$ cat src/rtl/cpu_run_monitor.sv
// cpu_run_monitor
// ---------------
// Run-control and performance monitor that sits beside the cpu core.
// A start pulse arms it. While armed it counts clock cycles and per-channel
// pipeline event strobes. It stops when the fetch stage presents the halt
// encoding, or when the cycle limit is reached first.
// After a halt, a fixed drain window lets in-flight events settle. The monitor
// then freezes with `done` set. On a timeout it freezes with `timeout` set.
// Counters are read through an indexed port with a one-cycle registered latency.
//
// Ports
//   clk      in   clock
//   rst_n    in   asynchronous active-low reset
//   start    in   arm pulse (honoured only in IDLE/DONE/TIMED_OUT)
//   f_inst   in   instruction currently in fetch
//   f_pc     in   PC of f_inst
//   evt      in   event strobes, one counter per bit
//   rd_sel   in   0 = cycle counter, k = event counter k-1, > NUM_EVT reads 0
//   rd_data  out  registered value of the selected counter
//   running  out  high while in RUN or DRAIN
//   done     out  high in DONE
//   timeout  out  high in TIMED_OUT
//   halt_pc  out  f_pc captured when the halt instruction was fetched
module cpu_run_monitor #(
  parameter int               XLEN         = 32,
  parameter int               PC_BITS      = 5,
  parameter int               CNT_W        = 32,
  parameter int               NUM_EVT      = 4,
  parameter int               DRAIN_CYCLES = 5,
  parameter int               TIMEOUT      = 2000,
  parameter logic [XLEN-1:0]  HALT_INST    = {XLEN{1'b0}},
  parameter int               SEL_W        = $clog2(NUM_EVT + 1)
) (
  input  logic                clk,
  input  logic                rst_n,
  input  logic                start,
  input  logic [XLEN-1:0]     f_inst,
  input  logic [PC_BITS-1:0]  f_pc,
  input  logic [NUM_EVT-1:0]  evt,
  input  logic [SEL_W-1:0]    rd_sel,
  output logic [CNT_W-1:0]    rd_data,
  output logic                running,
  output logic                done,
  output logic                timeout,
  output logic [PC_BITS-1:0]  halt_pc
);

  typedef enum logic [2:0] {
    IDLE      = 3'd0,
    RUN       = 3'd1,
    DRAIN     = 3'd2,
    DONE      = 3'd3,
    TIMED_OUT = 3'd4
  } state_t;

  // Compare against the limit in a width wide enough for both operands.
  // A narrow counter that can never reach the limit then never times out,
  // because it saturates first. The limit is not truncated into a false match.
  localparam int CMP_W = (CNT_W > 32) ? CNT_W : 32;
  localparam logic [CMP_W-1:0] TIMEOUT_V = CMP_W'(TIMEOUT);

  localparam int DW = $clog2(DRAIN_CYCLES + 1);
  localparam logic [DW-1:0] DRAIN_LAST = DW'(DRAIN_CYCLES - 1);

  state_t              state_q, state_d;
  logic [CNT_W-1:0]    cycle_cnt_q, cycle_cnt_d;
  logic [CNT_W-1:0]    evt_cnt_q [NUM_EVT];
  logic [CNT_W-1:0]    evt_cnt_d [NUM_EVT];
  logic [DW-1:0]       drain_cnt_q, drain_cnt_d;
  logic [PC_BITS-1:0]  halt_pc_q, halt_pc_d;
  logic [CNT_W-1:0]    rd_data_q, rd_data_d;
  logic                running_q, running_d;
  logic                done_q, done_d;
  logic                timeout_q, timeout_d;
  logic                at_limit;
  logic                is_halt;

  // Saturating increment: an all-ones counter stays put instead of wrapping.
  function automatic logic [CNT_W-1:0] sat_inc(input logic [CNT_W-1:0] v);
    if (&v) begin
      return v;
    end else begin
      return v + {{(CNT_W-1){1'b0}}, 1'b1};
    end
  endfunction

  assign at_limit = (CMP_W'(cycle_cnt_q) == TIMEOUT_V);
  assign is_halt  = (f_inst == HALT_INST);

  // Next-state, counter update and read-port selection.
  always_comb begin
    state_d     = state_q;
    cycle_cnt_d = cycle_cnt_q;
    evt_cnt_d   = evt_cnt_q;
    drain_cnt_d = drain_cnt_q;
    halt_pc_d   = halt_pc_q;

    case (state_q)
      IDLE, DONE, TIMED_OUT: begin
        if (start) begin
          state_d     = RUN;
          cycle_cnt_d = {CNT_W{1'b0}};
          for (int i = 0; i < NUM_EVT; i++) begin
            evt_cnt_d[i] = {CNT_W{1'b0}};
          end
          drain_cnt_d = {DW{1'b0}};
          halt_pc_d   = {PC_BITS{1'b0}};
        end else begin
          state_d = state_q;
        end
      end
      RUN: begin
        cycle_cnt_d = sat_inc(cycle_cnt_q);
        for (int i = 0; i < NUM_EVT; i++) begin
          if (evt[i]) begin
            evt_cnt_d[i] = sat_inc(evt_cnt_q[i]);
          end else begin
            evt_cnt_d[i] = evt_cnt_q[i];
          end
        end
        // Halt wins over timeout when both land on the same edge.
        if (is_halt) begin
          state_d     = DRAIN;
          halt_pc_d   = f_pc;
          drain_cnt_d = {DW{1'b0}};
        end else if (at_limit) begin
          state_d = TIMED_OUT;
        end else begin
          state_d = RUN;
        end
      end
      DRAIN: begin
        // The cycle count stays frozen at the halt edge, but events are still
        // counted, including on the final drain edge.
        for (int i = 0; i < NUM_EVT; i++) begin
          if (evt[i]) begin
            evt_cnt_d[i] = sat_inc(evt_cnt_q[i]);
          end else begin
            evt_cnt_d[i] = evt_cnt_q[i];
          end
        end
        drain_cnt_d = drain_cnt_q + {{(DW-1){1'b0}}, 1'b1};
        if (drain_cnt_q == DRAIN_LAST) begin
          state_d = DONE;
        end else begin
          state_d = DRAIN;
        end
      end
      default: begin
        state_d = IDLE;
      end
    endcase

    // The read port sees pre-update counter values.
    rd_data_d = {CNT_W{1'b0}};
    if (rd_sel == {SEL_W{1'b0}}) begin
      rd_data_d = cycle_cnt_q;
    end else begin
      for (int k = 0; k < NUM_EVT; k++) begin
        if (int'(rd_sel) == k + 1) begin
          rd_data_d = evt_cnt_q[k];
        end else begin
          rd_data_d = rd_data_d;
        end
      end
    end

    running_d = (state_d == RUN) || (state_d == DRAIN);
    done_d    = (state_d == DONE);
    timeout_d = (state_d == TIMED_OUT);
  end

  // State, counters and registered outputs.
  always_ff @(posedge clk or negedge rst_n) begin
    if (!rst_n) begin
      state_q     <= IDLE;
      cycle_cnt_q <= {CNT_W{1'b0}};
      for (int i = 0; i < NUM_EVT; i++) begin
        evt_cnt_q[i] <= {CNT_W{1'b0}};
      end
      drain_cnt_q <= {DW{1'b0}};
      halt_pc_q   <= {PC_BITS{1'b0}};
      rd_data_q   <= {CNT_W{1'b0}};
      running_q   <= 1'b0;
      done_q      <= 1'b0;
      timeout_q   <= 1'b0;
    end else begin
      state_q     <= state_d;
      cycle_cnt_q <= cycle_cnt_d;
      for (int i = 0; i < NUM_EVT; i++) begin
        evt_cnt_q[i] <= evt_cnt_d[i];
      end
      drain_cnt_q <= drain_cnt_d;
      halt_pc_q   <= halt_pc_d;
      rd_data_q   <= rd_data_d;
      running_q   <= running_d;
      done_q      <= done_d;
      timeout_q   <= timeout_d;
    end
  end

  assign rd_data = rd_data_q;
  assign running = running_q;
  assign done    = done_q;
  assign timeout = timeout_q;
  assign halt_pc = halt_pc_q;

endmodule

$ cat config.mk
export PLATFORM = sky130hd
export DESIGN_NAME = cpu_run_monitor
export DESIGN_NICKNAME = d
export VERILOG_FILES = /design/src/rtl/cpu_run_monitor.sv
export SDC_FILE = /design/constraint.sdc
export NUM_CORES = 1
export LEC_CHECK = 0
export CAP_MARGIN = 20
export CORE_MARGIN = 5
export CORE_UTILIZATION = 40
export CTS_CLUSTER_DIAMETER = 80
export CTS_CLUSTER_SIZE = 8
export DETAILED_ROUTE_END_ITERATION = 10
export HOLD_SLACK_MARGIN = 0.05
export PLACE_DENSITY = 0.57
export SETUP_SLACK_MARGIN = 0.1
export SLEW_MARGIN = 20
export SYNTH_ARGS = -nofsm -noshare
export SYNTH_HDL_FRONTEND = slang
export SYNTH_SLANG_ARGS = --single-unit
$ cat constraint.sdc
create_clock -name clk -period 3.96 [get_ports clk]
set_input_delay 0.594 -clock clk [delete_from_list [all_inputs] [get_ports clk]]
set_output_delay 0.594 -clock clk [all_outputs]
set_load 0.01 [all_outputs]
Word-level counts from Yosys, hierarchy flattened
Cells that the tools add are included.
{ "totals": {"out_inout_bits": 40, "wordCells": 93, "register_bits": 206, "inputBits": 47} }
{ "op_classes": {"add_sub_neg": 6, "mux": 29, "reduce_logical": 21, "eq_ne": 25} }
{ "ops": {"columns": ["op", "count"], "rows": [
  ["32-bit 2-to-1 mux", 15],
  ["128-bit one-hot mux with 2 select lines", 1],
  ["32-bit by 1-bit adder with 32-bit output (second input constant)", 5],
  ["32-bit AND reduction", 5],
  ["128-bit 2-to-1 mux", 1],
  ["32-bit one-hot mux with 2 select lines", 1],
  ["32-bit by 11-bit equality test with 1-bit output (second input constant)", 1],
  ["32-bit zero test", 1],
  ["3-bit equality test (second input constant)", 6],
  ["3-bit one-hot mux with 3 select lines", 2],
  ["4-bit AND reduction", 4],
  ["3-bit by 2-bit equality test with 1-bit output (second input constant)", 5],
  ["3-bit 2-to-1 mux", 5],
  ["2-bit inequality test (second input constant)", 7],
  ["5-bit 2-to-1 mux", 2],
  ["5-bit one-hot mux with 2 select lines", 1],
  ["3-bit AND reduction", 3],
  ["2-bit by 1-bit inequality test with 1-bit output (second input constant)", 4],
  ["3-bit by 1-bit equality test with 1-bit output (second input constant)", 2],
  ["3-bit zero test", 2],
  ["2-bit nonzero test", 2],
  ["3-bit by 1-bit adder with 3-bit output (second input constant)", 1],
  ["3-bit nonzero test", 1],
  ["3-bit OR reduction", 1],
  ["3 further kinds", 3]
]} }

Logic depth before layout (Yosys ltp)
Gate-level depths: netlist (run 1).
{ "depth": {"depth_word": 6, "ltp_mapped": 9, "ltp_nobuf": 7} }

Worst setup path after synthesis (run 1)
OpenSTA, ideal clock, no wires.
{ "synth_path": {"path_type": "in2reg", "startpoint": "input port start", "endpoint": "register evt_cnt_q[27] (netlist name)", "setup_ns": 0.120, "slack_ns": 1.789, "cell_stages": 7, "arrival_ns": 2.051, "required_ns": 3.840, "path_cell_list": "or3b_1 > o21a_1 > buf_6 > a2111oi_2 > and2_1 > a21oi_1 > a31o_2"} }
{ "synth_between": {"elab_chain_len": 2} }
{ "synth_lines": {"columns": ["item", "line_no", "text"], "rows": [
  ["start: declaration", "36", "input logic start,"],
  ["2-bit inequality test (no source line)", null, null],
  ["4-bit AND reduction (no source line)", null, null],
  ["end signal: indexed assignment", "179", "evt_cnt_q[i] <= {CNT_W{1'b0}};"],
  ["end signal: indexed assignment", "191", "evt_cnt_q[i] <= evt_cnt_d[i];"],
  ["end: declaration", "67", "logic [CNT_W-1:0] evt_cnt_q [NUM_EVT];"]
]} }
No other way between the ends.
A chain may end at the register's enable or synchronous reset.

Final worst setup path (run 1)
{ "layout_path": {"startpoint": "input port start", "endpoint": "register evt_cnt_q[75] (netlist name)"} }
The elaborated chain is that of the path after synthesis.

==> results of run 1 <==
## where the power goes
part / internal [W] / switching [W] / total [W]
registers: 0.00228 / 0.000246 / 0.00252
logic: 0.000302 / 0.000317 / 0.000619
clock network: 0.00129 / 0.000869 / 0.00216
total: 0.00387 / 0.00143 / 0.00530
## metal layers
metal	global-route usage	up-vias
met2	0.323	254
met3	0.0350	59
met4	0.0582	0
li1	-	4608
met5	0	-
met1	0.287	4743
## worst min-delay path by stage
stage,from,end,slack [ps],depth (start not counted)
final,rst_n,drain_cnt_q[1]$_DFFE_PN0P_,160,1
after global routing,rst_n,drain_cnt_q[1]$_DFFE_PN0P_,230,1
after CTS,rst_n,done$_DFF_PN0_,200,1
after detailed placement,drain_cnt_q[2]$_DFFE_PN0P_,drain_cnt_q[2]$_DFFE_PN0P_,480,1
after global placement,drain_cnt_q[2]$_DFFE_PN0P_,drain_cnt_q[2]$_DFFE_PN0P_,460,1
after floorplan,rst_n,cycle_cnt_q[0]$_DFFE_PN0P_,300,0
## cell families after synthesis
kind of cell,after synthesis
adder cells (fa/ha/maj),8
AO/OA/AOI/OAI,218
multiplexers,37
flip-flops,206
XOR/XNOR,97
AND/OR/NAND/NOR,568
buffers and inverters,99
## placed cells by master (no fill, tap or decap), types with 18 or more instances in the layout
master and n:
dfrtp_1 206, nand2_1 134, nor2_1 133, o21ai_0 91
clkdlybuf4s50_1 84, nand3_1 69, xor2_1 64, a21oi_1 55
nand4_1 51, inv_1 43, xnor2_1 32, mux4_2 31
or3_1 30, clkbuf_16 29, nor4_1 27, and3_1 26
nor3_1 21, buf_4 18
## through the flow
stage	instance area, um^2	power [W]
floorplan	11500	0.00284
global placement	12800	0.00316
detailed placement	12800	0.00317
CTS	13600	0.00536
global route	13600	0.00556
finish	13600	0.00530
## flip-flops by register name (all words and copies together) (netlist names)
register,cells
running,1
cycle_cnt_q,32
rd_data,32
evt_cnt_q,128
state_q,3
done,1
timeout,1
halt_pc,5
drain_cnt_q,3
## cell type report
type	count	area (um^2)
Multi-Input combinational cell	928	5960
Clock buffer	30	739
Sequential cell	206	5150
Inverter	43	161
Tap cell	384	480
Fill cell	2782	15000
Clock inverter	1	8.76
Timing Repair Buffer	107	1070
==> impl_metrics.ini, run 1 <==
[run_status]
status = complete, no violations

[floorplanning]
rows = 62
die_x_um = 180
io_pins = 87
die_h_um = 180
initial_core_util = 0.403
fp.dieArea_mm2 = 0.0323
core_area_mm2 = 0.0285

[timing]
setup_ws_ps = 980
setup_viol = 0
grt_setup_unrepaired = false
fmax_mhz = 336
fin_skew_ps = 14.2
timing_hold_violations_final = 0
whs_ps = 160
slew_headroom = 0.420
finalMaxSlewViolations = 0
post-route-period-util = 0.752
worst_slew_pin_slew_ps = 870
fin_tns_setup_ps = 0
min_period_ps = 2980

[synthesis]
synth_edf_count = 0
synth_xor_xnor_area_share = 0.0745
muxShareOfSynthArea = 0.0661
yosysWarningCount = 0
syn_inst = 1233
netlist_top_cells_area = dfrtp_1 45%, mux4_2 6.1%, xor2_1 4.9%, nand2_1 4.4%, nor2_1 4.3%
syn_nets = 1288
yosysTopAreaCell = dfrtp_1
synthArstFlopShare = 1.00
synth.most_common_cell = dfrtp_1
ys_ff_latch = 206
synth_area_mm2 = 0.0115
synth_top_family_by_area = simple AND/OR/NAND/NOR gates
synth_compound_area_frac = 0.114
synthFlopType = dfrtp_1
synth_top_area_share = 0.448
seq_area_frac_synth = 0.448
synth_common_cells = 206 x dfrtp_1, 134 x nand2_1, 133 x nor2_1
synth.distinct_cells = 70
synth.avg_cell_area_um2 = 9.33
synth-simple-area-share = 0.254
synth_fa_ha_area_frac = 0.00870

[grt]
antenna_found_initial = 0
grt_pass1_vias = 9463
grt_pass1_wl_um = 53400
grt_max_degree = 107
grt_use_total = 0.203
grt_overflow_total = 0

[clock_tree]
cts.repair.resized = 0
clkTransAtPathRegs_ps = 50
clk_latency_ps = 540
cts_inserted_buffers = 29
root_buffer = clkbuf_16
post_cts_buffers = 0
htreeDepth = 1
cts_sinks = 206
hold_buffers = 0
clock_tree.buffer_depth = 3
tritoncts = built

[critical_path]
startpoint = start
crit_path_start_kind = input port
path_buf_inv = 2
required_ps = 4410
crit_path_end_kind = flip-flop
worst_path_max_delay_cell = clkdlybuf4s50_1
r2r-start = state_q[2]$_DFF_PN0_
path_cells = clkdlybuf4s50_1 -> or3b_1 -> o21a_1 -> buf_12 -> nand3_1 -> o211ai_2 -> or3_1 -> a21oi_1
cpLargestDelayFamily = simple AND/OR/NAND/NOR gates
reg2regPathDepth = 7
path_class = in -> reg
r2r-end = evt_cnt_q[75]$_DFFE_PN0P_
reg2reg_slack_ps = 990
max_stage_delay_ps = 590
critPathMaxFanout = 21
cp.depth = 8
critical_path.endpoint = evt_cnt_q[75]$_DFFE_PN0P_
critical_path_arrival_ps = 3430

[layout]
insertedDiodeCount = 0
drive_above_1_share = 0.0882
final_util = 0.476
final-instance-count-excl-fill = 1699
fin_nets = 1370
syn2layout_area_growth_pct = 18.0

[routing]
wl_met2_um = 15400
drtAntennaViolNets = 0
drcViolationCount = 0
drtPass1Iterations = 5
met1_length_um = 15000
met3_wirelength_um = 1890
wirelength_um = 33100
vias_per_cell = 5.69
num_vias = 9664
drtIter0Drc = 725
top_layer = met4
drt-wirelength-per-cell_um = 19.5

[flow_run]
maxCapViolations = 0

[placement]
place_ws_ps = 468
portBuffers = 86
post-dp-hpwl_um = 24100
dpl.cell_count = 1668
gp_congestion = 0.916

[hold_path]
min_path_type = in -> async

[pwr]
ir_drop_mv = 0.342
leakagePower_nw = 5.50
power_density_mw_per_mm2 = 391
Note: power is estimated with default switching activity, not from simulation.
==> run 2, diff against run 1 <==
clock period = 3.12 ns   (was 3.96 ns; I/O delays follow)
==> run 2 against run 1 <==
Effect of this change: clock skew shrank 4.4 ps; non-clock buffer count grew 17; sequential power grew 28%; first-iteration DRC count grew 20%; largest power group unchanged.
==> impl_metrics.ini, run 2 (same netlist as run 1, synthesis figures left out) <==
[critical_path]
path_buf_inv = 0
crit_path_end_kind = flip-flop
cpLargestDelayFamily = simple AND/OR/NAND/NOR gates
critPathMaxFanout = 7
crit_path_start_kind = flip-flop
r2r-end = evt_cnt_q[58]$_DFFE_PN0P_
r2r-start = evt_cnt_q[32]$_DFFE_PN0P_
reg2reg_slack_ps = 380
reg2regPathDepth = 6
critical_path_arrival_ps = 3200
path_cells = ha_1 -> nand3_1 -> nor4_2 -> nand4b_1 -> or3_1 -> a21oi_1
worst_path_max_delay_cell = nor4_2
required_ps = 3580
max_stage_delay_ps = 620
path_class = reg -> reg

[routing]
drtPass1Iterations = 5
num_vias = 9833
drcViolationCount = 0
drtIter0Drc = 872
drtAntennaViolNets = 0
wirelength_um = 34000
drt-wirelength-per-cell_um = 19.8
vias_per_cell = 5.73

[timing]
setup_ws_ps = 379
finalMaxSlewViolations = 0
worst_slew_pin_slew_ps = 925
grt_setup_unrepaired = false
fin_tns_setup_ps = 0
slew_headroom = 0.381
timing_hold_violations_final = 0
post-route-period-util = 0.878
fmax_mhz = 365
setup_viol = 0
min_period_ps = 2740
fin_skew_ps = 9.81

[clock_tree]
cts.repair.resized = 0
hold_buffers = 1
htreeDepth = 1
clkTransAtPathRegs_ps = 50
post_cts_buffers = 0
tritoncts = built
cts_sinks = 206
root_buffer = clkbuf_16
clk_latency_ps = 540
clock_tree.buffer_depth = 3
cts_inserted_buffers = 29

[layout]
fin_area_mm2 = 0.0137
layout_common_cells = 206 x dfrtp_1, 134 x nand2_1, 133 x nor2_1, 92 x o21ai_0, 84 x clkdlybuf4s50_1
insertedDiodeCount = 0
largest_reg_flops = 128
final_common_cell = dfrtp_1
fin_nets = 1387
drive_above_1_share = 0.0991
largest_register = evt_cnt_q
syn2layout_area_growth_pct = 19.1

[pwr]
seqPwrFrac = 0.477
swShare = 0.272
p_sw_w = 0.00183
p_comb_frac = 0.117
leakagePower_nw = 5.59
power_density_mw_per_mm2 = 493
p_int_w = 0.00492
pwr-share-clk = 0.406
ir_drop_mv = 0.431

[floorplanning]
fp.dieArea_mm2 = 0.0323
initial_core_util = 0.403
io_pins = 87
core_area_mm2 = 0.0285
die_h_um = 180
die_x_um = 180
rows = 62

[grt]
grt_pass1_vias = 9592
grt_use_total = 0.206
grt_overflow_total = 0
grt_pass1_wl_um = 54400
antenna_found_initial = 0
grt_max_degree = 64

[flow_run]
maxCapViolations = 0

[placement]
place_area_mm2 = 0.0129
gp_congestion = 0.952
portBuffers = 86
place_ws_ps = 162
post-dp-hpwl_um = 24900

[hold_path]
min_path_type = in -> async

[run_status]
status = complete, no violations
## run 2: cell types whose count changed in the layout (fill, tap and decap cells not counted)
cell,change
buf_2,+1
buf_4,+15
dlygate4sd3_1,+1
o21ai_0,+1
o21ai_1,-1
## run 2: power groups by stage
| stage | clock, W | combinational (W) | sequential [W] |
|---|---|---|---|
| after floorplan | 0 | 0.000463 | 0.00315 |
| after global placement | 0 | 0.000779 | 0.00325 |
| after detailed placement | 0 | 0.000794 | 0.00325 |
| after CTS | 0.00282 | 0.000798 | 0.00321 |
| after global routing | 0.00292 | 0.000887 | 0.00326 |
| final | 0.00274 | 0.000788 | 0.00322 |
## run 2: final cells by class
type                       count  area [um^2]
fill                        2741        14800
sequential                   206         5150
inverter                      43          161
clock buffer                  30          739
tap                          384          480
multi-input combinational    928         5960
clock inverter                 1         8.76
timing repair buffer         124         1200
## run 2: layer usage
metal,GRT usage,vias up,share of wire
met3,0.0285,67,0.064
met2,0.328,315,0.47
met5,0,-,0
li1,-,4646,-
met4,0.0613,0,0.030
met1,0.297,4805,0.44
## run 2: worst max-delay path by stage
stage / start / depth (start not counted) / to / slack [ps]
2_1_floorplan: state_q[0]$_DFF_PN0_ / 8 / evt_cnt_q[27]$_DFFE_PN0P_ / 960
3_3_place_gp: start / 8 / cycle_cnt_q[29]$_DFFE_PN0P_ / 200
3_5_place_dp: start / 8 / cycle_cnt_q[29]$_DFFE_PN0P_ / 160
4_1_cts: evt_cnt_q[32]$_DFFE_PN0P_ / 6 / evt_cnt_q[58]$_DFFE_PN0P_ / 470
5_1_grt: evt_cnt_q[32]$_DFFE_PN0P_ / 6 / evt_cnt_q[58]$_DFFE_PN0P_ / 290
6_report: evt_cnt_q[32]$_DFFE_PN0P_ / 6 / evt_cnt_q[58]$_DFFE_PN0P_ / 380
## run 2: per-stage QoR
| step | std cells | util | hold slack (ps) | total power [W] |
|---|---|---|---|---|
| 3_3_place_gp | 1684 | 0.453 | 463 | 0.00403 |
| 3_5_place_dp | 1684 | 0.453 | 470 | 0.00405 |
| 2_1_floorplan | 1233 | - | 172 | 0.00361 |
| 5_1_grt | 1716 | 0.480 | 489 | 0.00706 |
| 4_1_cts | 1716 | 0.480 | 470 | 0.00683 |
| 6_report | 1716 | 0.480 | 476 | 0.00675 |
